**src/rtl/tile_mem_arbiter.sv**
```systemverilog
// -----------------------------------------------------------------------------
// tile_mem_arbiter
//
// Shares one single-port synchronous tile-state RAM between the pixel renderer
// (reads) and the game logic (writes). Renderer reads always win. Game-logic
// writes are parked in a small FIFO and drained only while the VGA timing
// generator reports blanking, so tiles on screen never change mid-frame.
//
// Ports
//   i_clk, i_rst       system clock, synchronous active-high reset
//   i_active           high during the active pixel area
//   i_rd_req/i_rd_addr renderer read request (one pulse per read) and address
//   o_rd_valid         one-cycle pulse, o_rd_data holds the read result
//   o_rd_data          read result, held until the next o_rd_valid
//   i_wr_valid/addr/data, o_wr_ready   game-logic write handshake into the FIFO
//   o_fifo_level       number of buffered writes
//   o_mem_en/we/addr/wdata             registered RAM command
//   i_mem_rdata        RAM read data, one cycle after a read command
//
// Read timing: i_rd_req at cycle N -> RAM command at N+1 -> RAM data at N+2
// -> o_rd_valid at N+3. One read per cycle is sustained.
// -----------------------------------------------------------------------------
module tile_mem_arbiter #(
    parameter int ADDR_W     = 6,
    parameter int DATA_W     = 8,
    parameter int FIFO_DEPTH = 4
) (
    input  logic                          i_clk,
    input  logic                          i_rst,
    input  logic                          i_active,
    input  logic                          i_rd_req,
    input  logic [ADDR_W-1:0]             i_rd_addr,
    output logic                          o_rd_valid,
    output logic [DATA_W-1:0]             o_rd_data,
    input  logic                          i_wr_valid,
    input  logic [ADDR_W-1:0]             i_wr_addr,
    input  logic [DATA_W-1:0]             i_wr_data,
    output logic                          o_wr_ready,
    output logic [$clog2(FIFO_DEPTH):0]   o_fifo_level,
    output logic                          o_mem_en,
    output logic                          o_mem_we,
    output logic [ADDR_W-1:0]             o_mem_addr,
    output logic [DATA_W-1:0]             o_mem_wdata,
    input  logic [DATA_W-1:0]             i_mem_rdata
);

    localparam int PTR_W = $clog2(FIFO_DEPTH);
    localparam int LVL_W = PTR_W + 1;

    typedef enum logic [1:0] {
        S_IDLE = 2'd0,
        S_RD   = 2'd1,
        S_WR   = 2'd2
    } state_t;

    state_t              state_p1;
    logic                rd_vld_p2;

    logic [ADDR_W-1:0]   fifo_addr [FIFO_DEPTH];
    logic [DATA_W-1:0]   fifo_data [FIFO_DEPTH];
    logic [PTR_W-1:0]    wr_ptr;
    logic [PTR_W-1:0]    rd_ptr;
    logic [LVL_W-1:0]    count;

    logic                full;
    logic                empty;
    logic                push;
    logic                pop;

    assign full  = (count == LVL_W'(FIFO_DEPTH));
    assign empty = (count == '0);

    // Ready depends only on the current level, so a full FIFO refuses a
    // write even in the cycle it pops.
    assign push  = i_wr_valid & ~full;

    // A pop needs both no read contender and blanking in this very cycle; a
    // rising i_active therefore blocks the pop it coincides with.
    assign pop   = ~i_rd_req & ~empty & ~i_active;

    assign o_wr_ready   = ~full;
    assign o_fifo_level = count;

    // The RAM strobes are a pure decode of the registered state.
    assign o_mem_en = (state_p1 != S_IDLE);
    assign o_mem_we = (state_p1 == S_WR);

    // ---- stage p0 -> p1: arbitration, RAM command register, FIFO control
    always_ff @(posedge i_clk) begin
        if (i_rst) begin
            state_p1    <= S_IDLE;
            o_mem_addr  <= '0;
            o_mem_wdata <= '0;
            wr_ptr      <= '0;
            rd_ptr      <= '0;
            count       <= '0;
            rd_vld_p2   <= 1'b0;
            o_rd_valid  <= 1'b0;
            o_rd_data   <= '0;
        end else begin
            if (i_rd_req) begin
                state_p1   <= S_RD;
                o_mem_addr <= i_rd_addr;
            end else if (pop) begin
                state_p1    <= S_WR;
                o_mem_addr  <= fifo_addr[rd_ptr];
                o_mem_wdata <= fifo_data[rd_ptr];
                rd_ptr      <= rd_ptr + 1'b1;
            end else begin
                state_p1 <= S_IDLE;
            end

            if (push) begin
                wr_ptr <= wr_ptr + 1'b1;
            end

            case ({push, pop})
                2'b10:   count <= count + 1'b1;
                2'b01:   count <= count - 1'b1;
                default: count <= count;
            endcase

            // ---- stage p1 -> p2: RAM performs the read
            rd_vld_p2 <= (state_p1 == S_RD);

            // ---- stage p2 -> output: capture RAM data
            o_rd_valid <= rd_vld_p2;
            if (rd_vld_p2) begin
                o_rd_data <= i_mem_rdata;
            end
        end
    end

    // FIFO payload storage carries no reset; only pointers and level do.
    always_ff @(posedge i_clk) begin
        if (push) begin
            fifo_addr[wr_ptr] <= i_wr_addr;
            fifo_data[wr_ptr] <= i_wr_data;
        end
    end

endmodule
```
**config.mk**
```make
export PLATFORM = sky130hd
export DESIGN_NAME = tile_mem_arbiter
export DESIGN_NICKNAME = d
export VERILOG_FILES = /design/src/rtl/tile_mem_arbiter.sv
export SDC_FILE = /design/constraint.sdc
export NUM_CORES = 1
export LEC_CHECK = 0
export BUFFER_PORTS_ARGS = -buffer_cell sky130_fd_sc_hd__buf_2
export CAP_MARGIN = 20
export CORE_MARGIN = 2
export CORE_UTILIZATION = 40
export CTS_CLUSTER_SIZE = 28
export DETAILED_ROUTE_END_ITERATION = 12
export GPL_TIMING_DRIVEN = 0
export SYNTH_ARGS = -nofsm -noshare
export SYNTH_HDL_FRONTEND = slang
export SYNTH_SLANG_ARGS = --single-unit
export TNS_END_PERCENT = 30
```
**constraint.sdc**
```tcl
create_clock -name i_clk -period 5.3 [get_ports i_clk]
set_input_delay 0.795 -clock i_clk [delete_from_list [all_inputs] [get_ports i_clk]]
set_output_delay 0.795 -clock i_clk [all_outputs]
set_load 0.02 [all_outputs]
```
==> metrics.txt <==
RR Startpoint=o_fifo_level[2]$_SDFFE_PP0P_; final non-filler cell total=421; worst endpoint data arrival time=2.65 ns; Reg2Reg Setup Slack=2.93 ns; hold path endpoint=rd_vld_p2$_SDFF_PP0_; setup_tns=0 ns; Detailed Route Iter0 Violations=69; fraction of layout cells with a size suffix above 1=31.0%; synthesis warning total=0; Hold Buf Count CTS=0; FMAX=422 MHz; crit-path leading delay family=simple AND/OR/NAND/NOR gates; clock sinks=91; CP required=5.58 ns; largest net degree at the start of global routing=16; crit-path cells=or3b_1, clkbuf_1, nand2_1, ha_1, inv_1, fa_1, xor2_1, or3_1, a21oi_1; Final Setup Violations=0; most common cell after layout, fill and taps aside=buf_2; CTS tree=yes; crit start category=flip-flop; area of the mapped netlist=0.00352 mm²; Core Area=0.00864 mm²; total track usage=14.7%; Layout area overhead=18.2%; pwr dens=381 mW/mm²; # H-tree levels=3; Post-Synthesis Cells=238; Yosys reg bits=91; library cells used by synthesis=33; Die W=97.9 µm; port buffer count=59; Final Hold Fails=0; max-slew violation count=0; CTS resizes=0; Cells after DPL=405; type of the worst min-delay path=reg2reg; worst r2r dst=o_fifo_level[2]$_SDFFE_PP0P_; initial core utilization=40.8%; DR DRC count=0; Final Critical Period=2.37 ns; TritonCTS buffer count=9; Worst Tran Pin Value=0.820 ns; final net count=347; # rows=34; critical path's slowest cell=dfxtp_1; Routed Antenna Nets=0; peak supply drop=0.000156 V; Syn Nets=277; latest clock arrival within the worst-skew pair=0.35 ns; final period utilization=44.7%; Worst R2R Path Depth=9; Worst Hold Depth=1; vias in the first global route=2193; Die ar.=0.00958 mm²; post-synthesis sequential area ratio=67.6%; Static Leakage=0.00154 µW; Slew headroom=45.3%; drt total wl=6610 µm; first-pass GRT wire length=10700 µm; Buf+Inv Stages, Crit Path=2; grt total ovfl=0; CP Class=reg2reg; CTS root buf=clkbuf_8; Worst Setup End Kind=flip-flop; I/O pins=62; n_diodes=0; routed len/inst=15.7 µm; DR vias/cell=5.06; min-delay src=state_p1[1]$_SDFF_PP0_; RSZ-0062 raised after global routing=false; number of post-CTS setup repair buffers=0; most frequent cells in the layout=buf_2 (60), edfxtp_1 (56), dfxtp_1 (35); status=complete, no violations; Detailed Routing Iterations Pass 1=4; GPL Wtd Cong=0.679; Max Cap Viol=0; dpl hpwl=4490 µm; peak fanout along the critical path=10; Synth top area share=47.7%; Syn Area/Cell=14.8 µm²; worst clock skew=0.00721 ns; clock buffer depth=2; Synth area leader=edfxtp_1; antenna violations before repair=0; top cells by area, synth=edfxtp_1 (48%), dfxtp_1 (20%), mux4_2 (8.9%); Clock Pin Slew Worst Setup and Hold Paths=0.09 ns; via count=2131; DIE HEIGHT=97.9 µm; CP peak stage delay=0.42 ns
[stage by stage]
step           worst slack [ns]  utilization [%]  hold slack (ns)  cell area, µm²  total power (µW)
2_1_floorplan              2.86                -            0.405            3520              1020
3_3_place_gp               2.64             45.8            0.421            3960              1100
3_5_place_dp               2.61             45.8            0.431            3960              1110
4_1_cts                    2.92             48.2            0.443            4170              1610
5_1_grt                    2.76             48.2            0.466            4170              1660
6_report                   2.93             48.2            0.440            4170              1590
[worst register-to-register path: stages, from the launching register on]
cell and delay, ns:
dfxtp_1 0.42, or3b_1 0.36, clkbuf_1 0.20, nand2_1 0.12, ha_1 0.18, inv_1 0.06, fa_1 0.37, xor2_1 0.16
or3_1 0.30, a21oi_1 0.14
[flip-flops by register name, summed over array words and instances (netlist names), named ones only]
register      cells
wr_ptr            2
rd_ptr            2
state_p1          2
rd_vld_p2         1
o_rd_valid        1
fifo_data        32
o_rd_data         8
fifo_addr        24
o_mem_wdata       8
o_fifo_level      3
o_mem_addr        6
[how the worst max path moves through the flow]
| stage | startpoint | endpoint | slack, ns | depth (start not counted) |
|---|---|---|---|---|
| after floorplan | i_active | o_fifo_level[2]$_SDFFE_PP0P_ | 2.86 | 8 |
| after global placement | i_active | o_fifo_level[2]$_SDFFE_PP0P_ | 2.64 | 9 |
| after detailed placement | i_active | o_fifo_level[2]$_SDFFE_PP0P_ | 2.61 | 9 |
| after CTS | o_fifo_level[2]$_SDFFE_PP0P_ | o_fifo_level[2]$_SDFFE_PP0P_ | 2.92 | 9 |
| after global routing | o_fifo_level[2]$_SDFFE_PP0P_ | o_fifo_level[2]$_SDFFE_PP0P_ | 2.76 | 9 |
| final | o_fifo_level[2]$_SDFFE_PP0P_ | o_fifo_level[2]$_SDFFE_PP0P_ | 2.93 | 9 |
[metal layers]
metal	track usage, %	vias to the layer above	wire length (µm)
li1	-	1029	-
met1	17.9	1029	2860
met2	25.3	62	3310
met3	3.29	11	320
met4	6.09	0	110
met5	0	-	0
[layout make-up]
| class | count | area (µm²) |
|---|---|---|
| plain buffers | 16 | 76.3 |
| clock inverters | 5 | 78.8 |
| repair buffers | 59 | 295 |
| fillers | 801 | 4470 |
| inverters | 7 | 26.3 |
| flip-flops and latches | 91 | 2380 |
| well taps | 108 | 135 |
| multi-input cells | 124 | 1040 |
| clock buffers | 11 | 131 |
[power breakdown]
part	internal (µW)	leakage (µW)	switching [µW]	total, µW
clock	266	0.000107	235	500
combinational	107	0.000628	157	264
sequential	801	0.000800	22.9	823
[cell usage after synthesis (all sizes together)]
| cell type | number |
|---|---|
| edfxtp | 56 |
| dfxtp | 35 |
| a21oi | 14 |
| mux4 | 14 |
| nor2 | 14 |
| clkbuf | 11 |
| nand3 | 10 |
| o21ai | 10 |
| mux2i | 8 |
| a311oi | 7 |
| inv | 7 |
| nand2 | 7 |
| a211oi | 6 |
| nand2b | 6 |
| buf | 5 |
| ha | 5 |
| and3 | 4 |
| a21o | 3 |
| nor2b | 3 |
| or3 | 3 |
| nor3 | 2 |
| or2 | 2 |
| xor2 | 2 |
| a31o | 1 |
| fa | 1 |
| nor3b | 1 |
| or3b | 1 |
[kinds of logic (layout without fill, tap and decap cells)]
kind of cell	count (synthesis)	after routing	share of synthesized area (%)
AO/OA/AOI/OAI	41	41	7.85
XOR/XNOR	2	2	0.497
AND/OR/NAND/NOR	53	53	7.60
multiplexers	22	22	11.2
buffers and inverters	23	98	2.91
adder cells (fa/ha/maj)	6	6	2.34
flip-flops	91	91	67.6
No activity file was read; power rests on OpenSTA's default activity.
